**config.mk**
```make
export PLATFORM = sky130hd
export DESIGN_NAME = mod_add_arbiter
export DESIGN_NICKNAME = d
export VERILOG_FILES = /design/src/rtl/mod_add_arbiter.sv
export SDC_FILE = /design/constraint.sdc
export NUM_CORES = 1
export LEC_CHECK = 0
export CELL_PAD_IN_SITES_DETAIL_PLACEMENT = 0
export CELL_PAD_IN_SITES_GLOBAL_PLACEMENT = 1
export CORE_MARGIN = 10
export CORE_UTILIZATION = 29
export CTS_CLUSTER_DIAMETER = 120
export DETAILED_ROUTE_END_ITERATION = 6
export HOLD_SLACK_MARGIN = 0.06
export MAX_ROUTING_LAYER = met4
export PLACE_DENSITY_LB_ADDON = 0.1
export SKIP_LAST_GASP = 1
export SLEW_MARGIN = 15
export SYNTH_ARGS = -nofsm -noshare
export SYNTH_HDL_FRONTEND = slang
export SYNTH_SLANG_ARGS = --single-unit
```
**constraint.sdc**
```tcl
create_clock -name clk_i -period 7.3 [get_ports clk_i]
set_input_delay 1.095 -clock clk_i [delete_from_list [all_inputs] [get_ports clk_i]]
set_output_delay 1.095 -clock clk_i [all_outputs]
set_load 0.01 [all_outputs]
```
**src/rtl/mod_add_arbiter.sv**
```systemverilog
// ---------------------------------------------------------------------------
// Module   : mod_add_arbiter (with helper mod_add)
// Purpose  : Round-robin arbiter sharing one modular adder among NB_REQ
//            requesters; one registered result per cycle with backpressure.
// Options  : define MOD_ADD_ARB_STATS_EN to add the op_cnt_o handshake counter.
// Revision : 1.0 - initial release
// ---------------------------------------------------------------------------
`default_nettype none

module mod_add (
  input  logic [23:0] a,
  input  logic [23:0] b,
  input  logic [22:0] q,
  output logic [22:0] c
);
  logic [24:0] sum;

  assign sum = {1'b0, a} + {1'b0, b};
  // Single conditional subtract; result truncated to the modulus width.
  assign c = (sum >= {2'b00, q}) ? 23'(sum - {2'b00, q}) : sum[22:0];
endmodule

module mod_add_arbiter #(
  parameter int NB_REQ = 4,
  parameter int ID_W   = 2
) (
  input  logic                 clk_i,
  input  logic                 rst_ni,
  input  logic [22:0]          q_i,
  input  logic [NB_REQ-1:0]    req_valid_i,
  input  logic [NB_REQ*24-1:0] req_a_i,
  input  logic [NB_REQ*24-1:0] req_b_i,
  output logic [NB_REQ-1:0]    req_ready_o,
  output logic                 res_valid_o,
  output logic [22:0]          res_c_o,
  output logic [ID_W-1:0]      res_id_o,
  input  logic                 res_ready_i
`ifdef MOD_ADD_ARB_STATS_EN
  ,
  output logic [15:0]          op_cnt_o
`endif
);

  logic [ID_W-1:0]   ptr;
  logic              can_accept;
  logic              grant_vld;
  logic [ID_W-1:0]   grant_idx;
  logic [NB_REQ-1:0] grant_oh;
  logic [ID_W:0]     cand;
  logic [ID_W-1:0]   ptr_next;
  logic              xfer;
  logic [23:0]       sel_a;
  logic [23:0]       sel_b;
  logic [22:0]       sum_c;

  assign can_accept = !res_valid_o || res_ready_i;

  // Scan upward from the pointer with wrap; first valid requester wins.
  always_comb begin
    grant_vld = 1'b0;
    grant_idx = '0;
    grant_oh  = '0;
    cand      = '0;
    if (can_accept) begin
      for (int i = 0; i < NB_REQ; i++) begin
        cand = {1'b0, ptr} + (ID_W+1)'(i);
        if (cand >= (ID_W+1)'(NB_REQ)) begin
          cand = cand - (ID_W+1)'(NB_REQ);
        end
        if (!grant_vld && req_valid_i[cand[ID_W-1:0]]) begin
          grant_vld = 1'b1;
          grant_idx = cand[ID_W-1:0];
        end
      end
      if (grant_vld) begin
        grant_oh[grant_idx] = 1'b1;
      end
    end
  end

  // Ready is suppressed while reset is held so nothing appears accepted.
  assign req_ready_o = rst_ni ? grant_oh : '0;
  assign xfer        = grant_vld && rst_ni;
  assign ptr_next    = (grant_idx == ID_W'(NB_REQ - 1)) ? '0 : grant_idx + ID_W'(1);

  assign sel_a = req_a_i[32'(grant_idx) * 32'd24 +: 24];
  assign sel_b = req_b_i[32'(grant_idx) * 32'd24 +: 24];

  mod_add u_mod_add (
    .a (sel_a),
    .b (sel_b),
    .q (q_i),
    .c (sum_c)
  );

  // Result register and round-robin pointer; stall holds everything.
  always_ff @(posedge clk_i or negedge rst_ni) begin
    if (!rst_ni) begin
      res_valid_o <= 1'b0;
      res_c_o     <= '0;
      res_id_o    <= '0;
      ptr         <= '0;
    end else if (xfer) begin
      res_valid_o <= 1'b1;
      res_c_o     <= sum_c;
      res_id_o    <= grant_idx;
      ptr         <= ptr_next;
    end else if (res_ready_i) begin
      res_valid_o <= 1'b0;
    end
  end

`ifdef MOD_ADD_ARB_STATS_EN
  // Count completed output handshakes, saturating at all-ones.
  always_ff @(posedge clk_i or negedge rst_ni) begin
    if (!rst_ni) begin
      op_cnt_o <= '0;
    end else if (res_valid_o && res_ready_i && (op_cnt_o != 16'hFFFF)) begin
      op_cnt_o <= op_cnt_o + 16'd1;
    end
  end
`endif

endmodule

`default_nettype wire

```
**Word level (Yosys, flattened, before mapping)**

Index checks and enable logic that the tools add are counted.

- Latch bits: 0
- Output and inout bits: 30
- Input bits: 222
- Memory bits (read-only): 0
- Register bits after elaboration: 28
- Memories kept: 0
- Word-level logic and storage cells: 80
- Memory bits (writable): 0

- $lt $le $gt $ge: 11
- Equality and inequality tests: 1
- $add $sub $neg: 10
- Div/mod/pow operators: 0
- Shifts and indexed selects: 2
- Bitwise gates (word level): 0
- Mux-type cells: 40
- Reductions and logical operators: 11
- Multipliers: 1

Operator list:

| kind | number |
|---|---|
| 96-bit by 8-bit indexed part select with 24-bit output | 2 |
| 2-bit 2-to-1 mux | 15 |
| 24-bit by 24-bit adder with 25-bit output | 1 |
| 25-bit by 23-bit >= comparator with 1-bit output | 1 |
| 23-bit 2-to-1 mux | 1 |
| 23-bit subtractor | 1 |
| 1-bit 2-to-1 mux | 16 |
| 2-bit by 3-bit < comparator with 1-bit output, second input constant | 5 |
| 4-bit 2-to-1 mux | 3 |
| 3-bit >= comparator, second input constant | 3 |
| 1-bit binary-select mux with 2-bit select | 4 |
| 2-bit by 1-bit subtractor with 2-bit output, second input constant | 4 |
| 2-bit by 2-bit adder with 3-bit output, second input constant | 2 |
| 1-bit logical AND | 5 |
| 1-bit logical NOT | 4 |
| 2-bit by 2-bit multiplier with 4-bit output, second input constant | 1 |
| 2-bit by 1-bit adder with 3-bit output, second input constant | 1 |
| 2-bit by 3-bit >= comparator with 1-bit output, second input constant | 1 |
| 2-bit by 1-bit adder with 2-bit output, second input constant | 1 |
| 1-bit demux with 2-bit select | 1 |
| 2-bit == test, second input constant | 1 |
| 2-bit by 1-bit >= comparator with 1-bit output, second input constant | 1 |
| 2-bit nonzero test | 1 |
| 1-bit logical OR | 1 |

**Depth between registers and ports, before layout**

- Depth after elaboration: 26
- Mapped depth: 30
- Mapped depth without buffers: 28

**By module**

A second synthesis with hierarchy kept.

- Cells, all modules: 775
- Area, all modules: 5278.8 µm²

By module, submodules not included:

| module | cells an instance | sequential area each (µm²) | times used | area an instance (µm²) |
|---|---|---|---|---|
| mod_add | 365 | 0.0 | 1 | 2673.8 |
| mod_add_arbiter | 410 | 700.7 | 1 | 2605.0 |

**Worst setup path before layout**

OpenSTA, ideal clock, no wires.

- Kind: input to register
- Start: input req_valid_i[0]
- End: register res_c_o[10]
- Arrival: 6.249 ns
- Library setup time: 0.132 ns
- Stages on the path: 29
- Slack: 0.919 ns
- Data required time: 7.168 ns
- Path through: inv_1 > nor2_1 > a21oi_1 > nor2_1 > a221oi_2 > and2_1 > clkbuf_2 > nand2_1 > clkbuf_1 > mux2i_1 > o21ai_0 > ha_1 > a211oi_2 > nor2_1 > a211oi_2 > a21oi_1 > a221oi_2 > o2111ai_1 > a21oi_2 > xnor2_1 > ha_1 > a21oi_1 > o31ai_1 > nor4_1 > a21oi_2 > nor2_8 > buf_8 > mux2i_1 > o21ai_1

- Cells in the longest elaborated chain, start to end: 22

Ends and longest elaborated chain:

| element | RTL line | RTL |
|---|---|---|
| start: declaration | 30 | `input logic [NB_REQ-1:0] req_valid_i,` |
| 1-bit binary-select mux with 2-bit select | 70 | `if (!grant_vld && req_valid_i[cand[ID_W-1:0]]) begin` |
| 1-bit 2-to-1 mux (implied by the code) | 70 |  |
| 1-bit 2-to-1 mux | 70 |  |
| 1-bit 2-to-1 mux | 64 | `if (can_accept) begin` |
| 1-bit logical NOT | 70 |  |
| 1-bit logical AND | 70 |  |
| 1-bit 2-to-1 mux | 70 |  |
| 1-bit 2-to-1 mux | 64 |  |
| [5 not listed] | - |  |
| 1-bit logical AND | 70 |  |
| 2-bit 2-to-1 mux | 70 |  |
| 2-bit 2-to-1 mux (2 in a row) | 64 |  |
| 2-bit by 2-bit multiplier with 4-bit output | 86, 87 |  |
| 96-bit by 8-bit indexed part select with 24-bit output (on tied branches) | 86, 87 |  |
| 24-bit by 24-bit adder with 25-bit output | 18 | `assign sum = {1'b0, a} + {1'b0, b};` |
| 23-bit subtractor or 25-bit by 23-bit >= comparator with 1-bit output (tied branches) | 20 | `assign c = (sum >= {2'b00, q}) ? 23'(sum - {2'b00, q}) : sum[22:0];` |
| 23-bit 2-to-1 mux | 20 |  |
| end signal: assignment | 105 | `res_c_o <= sum_c;` |
| end: declaration | 35 | `output logic [22:0] res_c_o,` |

Several ways; a longest one is shown, not always the timed one. The select of a mux whose other input is x is not followed.
A chain may end at the register's enable or synchronous reset.

**Worst setup path after layout**

- Start: input req_valid_i[0]
- End: register res_c_o[17]

Same word-level chain as after synthesis.

==> flow_summary_export.csv <==
group,metric,value,unit
setup_path,critical_path.max_stage_delay,0.45,ns
setup_path,worstPathArrival,7.06,ns
finish,multi_input_area,4140,um^2
route,drc,0,
global_routing,antenna_found_initial,3,
global_routing,use_met3,4.40,%
floorplan,die_area,23100,um^2
setup_path,worst_path_most_repeated_cell,"a21oi_1",
finish,n_fill_cell,1741,
setup_path,required,7.44,ns
power_and_ir_drop,switchingPower,2570,uW
synthesis,synth-seq-area-share,13.9,%
floorplan,start_util,29.4,%
place,io_buffers,251,
global_routing,grt-ovfl-total,0,
sta,worst_slew_pin_slew,0.845,ns
power_and_ir_drop,power.density,605,nW/um^2
clock_tree,path_clk_slew,0.07,ns
route,vias_per_cell,5.18,
floorplan,dieWidth,152,um
power_and_ir_drop,combPwrFrac,91.0,%
synthesis,ys_ff_latch,28,
sta,hold_violations,0,
route,ant_nets,0,
clock_tree,cts_sinks,28,
route,vias,5849,
worst_hold_path,hold_path_end,"res_id_o[0]",
floorplan,die_y,152,um
global_routing,grt_use_met2,30.9,%
setup_path,reg2reg_depth,26,
synthesis,synth_nets,916,
floorplan,io_pins,252,
clock_tree,cts_tree,"done",
setup_path,cp_max_fo,18,
setup_path,r2r_slack,1.26,ns
global_routing,met1_usage,23.1,%
floorplan,core-area,17200,um^2
finish,regArea,701,um^2
clock_tree,cts_made_buffers,3,
synthesis,avgSynthCellArea,7.82,um^2
clock_tree,hold_buffers,0,
power_and_ir_drop,intPower,2390,uW
setup_path,slowest_stage,"fa_1",
setup_path,worst-setup-path-type,"in -> reg",
clock_tree,clock-root-buffer,"clkbuf_16",
place,gp_congestion,0.918,
power_and_ir_drop,clkPwrFrac,3.3,%
setup_path,start_kind,"input port",
sta,fin_tns_setup,0,ns
setup_path,timing.rr.end,"res_c_o[17]",
power_and_ir_drop,seq_power_share,5.7,%
synthesis,async_flop_share,100,%
power_and_ir_drop,p_leak,0.00354,uW
worst_hold_path,hold_path_class,"reg -> reg",
finish,final_layout_size_suffix_gt1_share,8.55,%
synthesis,syn_inst,645,
global_routing,busiest_layer,"met2",
floorplan,core.rowCount,48,
sta,timing.final.crit_share,94.8,%
global_routing,grt_usage,18.7,%
setup_path,worst_setup_path_end_kind,"register",
sta,min_period,6.92,ns
synthesis,synth_area_leader_cell,"dfrtp_1",
power_and_ir_drop,switching_share,51.8,%
synthesis,synthTopCellsByArea,"dfrtp_1, mux2i_1, ha_1",
clock_tree,clk_path_buf_depth,2,
sta,skew,0.00284,ns
synthesis,synth_warnings,0,
clock_tree,htreeDepth,1,
synthesis,syn_area,5040,um^2
sta,max_freq,0.144,GHz
synthesis,synth_edf_count,0,
synthesis,ys_types,65,
worst_hold_path,hold-path-cell-count,2,
global_routing,grt_pass1_vias,6293,
sta,maxSlewHeadroom,43.5,%
synthesis,synth_top_area_share,13.9,%
global_routing,grt_max_degree,33,
global_routing,grt_pass1_wl,34800,um
power_and_ir_drop,p_total,4960,uW
route,firstDrtPassIters,4,
job,cap_violations,0,
route,drt_wl_total,22200,um
place,dp_hpwl,19100,um
status,outcome,"complete, no violations",
route,wire_per_inst,19.7,um
route,drt_iter0_drc,168,
clock_tree,clock_latency,0.27,ns
finish,syn_to_final_growth,62.6,%
power_and_ir_drop,ir_worst_vdd,0.304,mV
worst_hold_path,min_from,"res_id_o[0]",
synthesis,ys.flop_type,"dfrtp_1",
sta,setup-violations-final,0,
setup_path,reg2reg_from,"ptr[0]",
finish,nNetsFinal,1173,
finish,utilization,47.7,%
sta,drv_slew,0,
critical path, delay by kind of cell:
kind / cells / cell delay, ns
xor+xnor: 1 / 0.24
simple gates: 6 / 1.02
fa+ha+maj: 3 / 1.09
mux: 2 / 0.49
compound gates: 12 / 2.22
buf+inv: 4 / 0.88
worst max-delay path by stage:
| stage | startpoint | to | slack (ns) | depth (start not counted) |
|---|---|---|---|---|
| 3_5_place_dp | req_valid_i[0] | res_c_o[17] | -0.29 | 27 |
| 3_3_place_gp | req_valid_i[0] | res_c_o[17] | -0.30 | 27 |
| 6_report | req_valid_i[0] | res_c_o[17] | 0.38 | 28 |
| 2_1_floorplan | req_valid_i[0] | res_c_o[10] | 0.92 | 29 |
| 5_1_grt | req_valid_i[0] | res_c_o[22] | -0.03 | 30 |
| 4_1_cts | req_valid_i[1] | res_c_o[17] | 0.008 | 27 |
synth_stat cells, types with 5 or more instances:
master,n
nor2_1,28
nand2_1,49
a21oi_1,41
buf_2,6
inv_1,42
and4_1,5
xnor2_1,23
nand2b_1,6
clkbuf_1,17
nand3_1,17
a22oi_1,47
o21ai_0,55
xor2_1,16
o21ai_1,23
nor3_1,8
a21o_1,20
dfrtp_1,28
mux2i_1,67
a31oi_1,5
ha_1,47
and3_1,7
registers in the layout, summed over array words and instances, names as in the netlist:
signal	count
ptr	2
res_valid_o	1
res_id_o	2
res_c_o	23
logic make-up (layout without fill, tap and decap cells):
kind of cell	Yosys count	count (layout)	synth area share [%]
flip-flops	28	28	13.9
AND/OR/NAND/NOR	140	141	13.5
buffers and inverters	73	328	6.15
AO/OA/AOI/OAI	247	247	33.4
other	0	3	0
XOR/XNOR	39	39	6.77
multiplexers	69	69	13.8
adder cells (fa/ha/maj)	49	49	12.5
metrics by stage:
| step | instances | setup slack (ns) | hold WS, ns | cell area (um^2) |
|---|---|---|---|---|
| detailed placement | 1117 | -0.286 | 0.475 | 7950 |
| finish | 1129 | 0.376 | 0.482 | 8200 |
| global route | 1129 | -0.0259 | 0.509 | 8200 |
| global placement | 1117 | -0.301 | 0.463 | 7950 |
| floorplan | 645 | 0.919 | 0.515 | 5040 |
| CTS | 1122 | 0.00799 | 0.490 | 8070 |
routing by layer:
| metal | vias to the layer above | wire length (um) |
|---|---|---|
| met1 | 2699 | 10100 |
| met3 | 11 | 1470 |
| met5 | - | 0 |
| li1 | 2938 | - |
| met4 | 0 | 181 |
| met2 | 201 | 10500 |
layout by cell type, fill, tap and decap left out, drive strengths merged, types with 5 or more instances in the layout:
cell type	netlist	routed
o21ai	80	80
a21oi	45	45
nor3	9	10
a31oi	8	8
and3	7	7
and4	5	5
xor2	16	16
a211oi	7	7
xnor2	23	23
mux2i	68	68
a22oi	47	47
dfrtp	28	28
nand2b	6	6
nand2	49	49
nand3	17	17
ha	47	47
a21o	20	20
inv	42	42
clkdlybuf4s50	0	251
nor2	29	29
buf	12	31
timing repair:
item                       CTS  global route
resized for setup            1            17
setup buffers                0             4
cloned                       1             0
pin swaps                    1             3
setup endpoints to repair    1            23
cell type report:
cell class              instances  share of cell area [%]
diodes                          3                  0.0915
clock buffers                   3                   0.915
clock inverters                 1                   0.366
inverters                      42                    1.92
multi-input cells             545                    50.5
flip-flops and latches         28                    8.54
well taps                     225                    3.43
repair buffers                282                    34.2
power by group through the flow:
| stage | logic (uW) | clock network (uW) | registers, uW |
|---|---|---|---|
| 3_5_place_dp | 4380 | 0 | 285 |
| 2_1_floorplan | 3140 | 0 | 310 |
| 3_3_place_gp | 4360 | 0 | 281 |
| 5_1_grt | 4990 | 175 | 292 |
| 4_1_cts | 4410 | 170 | 281 |
| 6_report | 4510 | 165 | 281 |
(Power assumes the default switching activity.)
